**config.mk**
```make
export PLATFORM = sky130hd
export DESIGN_NAME = lbp_hist_riu2
export DESIGN_NICKNAME = d
export VERILOG_FILES = /design/src/rtl/lbp_hist_riu2.sv
export SDC_FILE = /design/constraint.sdc
export NUM_CORES = 1
export LEC_CHECK = 0
export ABC_AREA = 0
export CAP_MARGIN = 5
export CORE_UTILIZATION = 60
export CTS_CLUSTER_SIZE = 30
export DETAILED_ROUTE_END_ITERATION = 6
export HOLD_SLACK_MARGIN = 0.08
export PLACE_DENSITY = 0.78
export SYNTH_ARGS = -nofsm -noshare
export SYNTH_HDL_FRONTEND = slang
export SYNTH_SLANG_ARGS = --single-unit
```
**constraint.sdc**
```tcl
create_clock -name clk -period 4.2 [get_ports clk]
set_input_delay 0.42 -clock clk [delete_from_list [all_inputs] [get_ports clk]]
set_output_delay 0.42 -clock clk [all_outputs]
set_load 0.1 [all_outputs]
```
**src/rtl/lbp_hist_riu2.sv**
```systemverilog
// Rotation-invariant uniform (riu2) LBP histogram: bins codes over a frame, then streams 10 bins out.
// Define LBP_HIST_SAT_EN to make bin counters saturate instead of wrapping.
module lbp_hist_riu2 #(
  parameter int NBINS = 10,
  parameter int CNT_W = 14
) (
  input  logic             clk,
  input  logic             reset,
  input  logic             lbp_valid,
  input  logic [13:0]      lbp_addr,
  input  logic [7:0]       lbp_data,
  input  logic             finish,
  output logic             hist_valid,
  input  logic             hist_ready,
  output logic [3:0]       hist_bin,
  output logic [CNT_W-1:0] hist_count,
  output logic             hist_done
);

  typedef enum logic [1:0] {ACC, FLUSH, DUMP, DONE} state_t;

  state_t           state, state_next;
  logic             flush_cnt;
  logic             vld_p0;
  logic [3:0]       bin_p0;
  logic [13:0]      addr_unused_p0;
  logic [CNT_W-1:0] cnt [NBINS];
  logic             load_first, advance, dump_end;
  logic [3:0]       sel_bin;
  logic [CNT_W-1:0] sel_count;

  function automatic logic [3:0] popcount8(input logic [7:0] d);
    logic [3:0] n;
    n = '0;
    for (int i = 0; i < 8; i++) n = n + {3'b000, d[i]};
    return n;
  endfunction

  // Uniform codes have at most two 0/1 transitions around the circle.
  function automatic logic [3:0] riu2_bin(input logic [7:0] d);
    logic [7:0] rot;
    rot = {d[0], d[7:1]};
    if (popcount8(d ^ rot) <= 4'd2) return popcount8(d);
    else return 4'(NBINS - 1);
  endfunction

  function automatic logic [CNT_W-1:0] cnt_inc(input logic [CNT_W-1:0] c);
`ifdef LBP_HIST_SAT_EN
    return (&c) ? c : c + CNT_W'(1);
`else
    return c + CNT_W'(1);
`endif
  endfunction

  // Stage p0: classify and register the bin
  always_ff @(posedge clk) begin
    if (reset) vld_p0 <= 1'b0;
    else       vld_p0 <= lbp_valid && (state == ACC);
  end

  always_ff @(posedge clk) begin
    bin_p0         <= riu2_bin(lbp_data);
    addr_unused_p0 <= lbp_addr;
  end

  // Stage p1: the only place counters are written, so back-to-back hits need no forwarding
  always_ff @(posedge clk) begin
    if (reset) begin
      for (int i = 0; i < NBINS; i++) cnt[i] <= '0;
    end else if (vld_p0) begin
      for (int i = 0; i < NBINS; i++)
        if (bin_p0 == 4'(i)) cnt[i] <= cnt_inc(cnt[i]);
    end
  end

  always_ff @(posedge clk) begin
    if (reset) begin
      state     <= ACC;
      flush_cnt <= 1'b0;
    end else begin
      state     <= state_next;
      flush_cnt <= (state == FLUSH) ? ~flush_cnt : 1'b0;
    end
  end

  always_comb begin
    state_next = state;
    load_first = 1'b0;
    advance    = 1'b0;
    dump_end   = 1'b0;
    unique case (state)
      ACC:   if (finish) state_next = FLUSH;
      FLUSH: if (flush_cnt) begin
               state_next = DUMP;
               load_first = 1'b1;
             end
      DUMP:  if (hist_valid && hist_ready) begin
               if (hist_bin == 4'(NBINS - 1)) begin
                 state_next = DONE;
                 dump_end   = 1'b1;
               end else begin
                 advance = 1'b1;
               end
             end
      DONE:  state_next = DONE;
      default: state_next = ACC;
    endcase
  end

  always_comb begin
    sel_bin   = load_first ? 4'd0 : hist_bin + 4'd1;
    sel_count = '0;
    for (int i = 0; i < NBINS; i++)
      if (sel_bin == 4'(i)) sel_count = cnt[i];
  end

  // Output register: holds steady while the sink stalls
  always_ff @(posedge clk) begin
    if (reset) begin
      hist_valid <= 1'b0;
      hist_bin   <= '0;
      hist_count <= '0;
      hist_done  <= 1'b0;
    end else if (load_first || advance) begin
      hist_valid <= 1'b1;
      hist_bin   <= sel_bin;
      hist_count <= sel_count;
    end else if (dump_end) begin
      hist_valid <= 1'b0;
      hist_done  <= 1'b1;
    end
  end

endmodule

```
==> reports/qor.txt <==
outcome: complete, no violations
Die Y: 133.8 µm
count of pins over their slew limit: 0
area delta synth->final: 10.31%
sw power: 1.111 mW
critical hold path startpoint: reset
#FFs+latches synth: 168
Port Buffer Count: 32
WL/cell: 19.92 µm
Avg Vias per Cell: 6.419
I/O pins: 47
Via Count: 8,556
Root Driver: clkbuf_16
type of the worst setup path: primary input to register
Max rail drop VDD: 0.0004001 V
final hold vios: 0
full die area: 17,910 µm²
Data required, critical path: 4520 ps
Netlist cell types: 80
syn nets: 1,134
Layout Utilization: 68.62%
HP Class: primary input to register
initial DRC count: 1,128
number of H-tree levels: 4
switching share of power: 26.72%
R2R Setup Slk: 980 ps
critical path startpoint category: primary input
Comb pwr share: 12.4%
area leader, netlist: edfxtp_1
vias in the first global route: 7,769
number of flops mapped to enable cells by yosys: 140
1st-pass router iterations: 6
crit path from: lbp_data[0]
final net count: 1,154
post-cts hold buffer count: 0
Cell Area, Synth: 10,430 µm²
asr flop ratio synth: 0%
Die Width: 133.8 µm
reg2reg start: hist_bin[1]$_SDFFE_PP0P_
gr usage total: 30.76%
share of cells above drive strength 1: 7.727%
Fin Clk Skew: 7.206 ps
Synth area leaders: edfxtp_1, xor2_1, nor2_1, dfxtp_1, nand3_1
Lkg Pwr: 4.000 nW
share of total power in the clock network: 38.4%
post-synthesis sequential area ratio: 45.70%
routability cong.: 0.9202
relative slew slack: 34.22%
CTS clk-pin slew, worst paths: 60 ps
Cells after Synth: 1,080
Routed WL: 26,560 µm
worst-path maximum fanout: 4
PD cells: 361.5 nW/µm²
Num CTS Buffers: 17
FMAX: 287.7 MHz
ys flop type: edfxtp_1
post-CTS setup buffers: 0
CTS tree: yes
RSZ-0062 raised after global routing: false
Initial Util: 62.21%
GRT overflow: 0
critical path arrival: 3800 ps
initial antenna violation count: 0
Antenna Nets Post-Route: 0
first-pass GRT wire length: 42,040 µm
max_cap viols: 0
sequential power share: 49.3%
clock sink count: 168
Final min period: 3476 ps
top cells by count, synth: nor2_1, edfxtp_1, nand2_1
row cnt: 47
largest net degree at the start of global routing: 42
cts repair resizes: 0
ANT cells: 0
worst-skew pair later-pin latency: 430 ps
Least-Margin Pin Slew: 983.7 ps
drt drc: 0
core area: 16,760 µm²
detailed-placement wirelength estimate: 19,340 µm
setup TNS: 0 ps
Bufs on Longest Clock Path: 2
Synthesis Warnings: 0
top-count cell post-synth: nor2_1
Tcrit/Tclk final: 82.76%
endpoints failing setup: 0
top-area cell type share of the netlist area: 40.32%
Pint: 3.047 mW
Worst Setup End Kind: register
syn avg cell area: 9.654 µm²
per-stage QoR:
| step | std cells | hold WS (ps) | setup WS [ps] | cell area (µm²) | total power, mW |
|---|---|---|---|---|---|
| after global routing | 1333 | 426.7 | 561.7 | 11500 | 4.279 |
| final | 1333 | 384.0 | 724.1 | 11500 | 4.157 |
| after CTS | 1333 | 373.1 | 703.5 | 11500 | 4.153 |
| after global placement | 1301 | 464.2 | 376.7 | 10900 | 2.560 |
| after floorplan | 1080 | 481.5 | 1046 | 10430 | 2.399 |
| after detailed placement | 1301 | 492.2 | 251.9 | 10900 | 2.582 |
placed cells by master, fill, tap and decap left out, types with 7 or more instances in the layout:
master	count
nor3_1	11
a211oi_1	10
ha_1	20
o21ai_0	30
edfxtp_1	140
clkbuf_16	17
and3_1	43
clkdlybuf4s50_1	31
or3_1	14
and4_1	10
nand4_1	15
mux2_2	10
nand2_1	90
and2_1	8
nor2_2	7
fa_1	7
o221ai_1	9
nand3_1	74
o32ai_1	10
a21oi_1	52
dfxtp_1	27
a22oi_1	9
nor2_1	167
a22o_1	7
nand2b_1	12
xnor2_1	38
buf_4	12
inv_1	33
a221oi_1	7
xor2_1	82
cells by family after synthesis:
group                    after synthesis  share of synthesized area [%]
XOR/XNOR                             121                          10.24
buffers and inverters                 77                          3.192
multiplexers                          16                          1.656
adder cells (fa/ha/maj)               27                          3.744
AND/OR/NAND/NOR                      483                          22.64
flip-flops                           168                          45.70
AO/OA/AOI/OAI                        188                          12.83
worst paths after layout:
kind | end | cells after the start
max | bin_p0[3]$_SDFF_PN1_ | 15
min | hist_valid$_SDFFE_PP0P_ | 2
max reg2reg | hist_count[13]$_SDFFE_PP0P_ | 8
min reg2reg | hist_done$_SDFFE_PP0P_ | 2
critical path, stage by stage:
cell	delay (ps)
clkdlybuf4s50_1	520
xor2_1	210
ha_1	280
inv_1	50
fa_1	520
inv_1	50
fa_1	540
ha_1	170
inv_1	50
fa_1	380
nor2_1	100
nand2_1	60
a21oi_1	180
o22a_1	190
o21ai_0	70
flip-flops by register name, indices dropped and copies added (netlist names):
name        count
cnt           140
hist_count     14
bin_p0          4
hist_bin        4
state           2
flush_cnt       1
hist_done       1
hist_valid      1
vld_p0          1
routing by layer:
metal  global-route usage, %  share of wire [%]
met1                   43.33                 43
met2                   45.28                 44
met3                   7.067                9.5
met4                   13.76                3.8
met5                       0                  0
power by group through the flow:
stage	sequential (mW)	clock (mW)	combinational [mW]
2_1_floorplan	2.05	0	0.351
3_3_place_gp	2.07	0	0.490
3_5_place_dp	2.07	0	0.508
4_1_cts	2.04	1.60	0.512
5_1_grt	2.06	1.65	0.568
6_report	2.05	1.60	0.514
final cells by class:
cell class                 instances  area, µm²
multi-input combinational        835       5329
fill                            1299       5259
sequential                       168       4766
clock buffer                      22      484.2
timing repair buffer              44      405.4
tap                              220      275.3
inverter                          34      127.6
clock inverter                    10      113.9
Power figures use the tool's default switching activity.
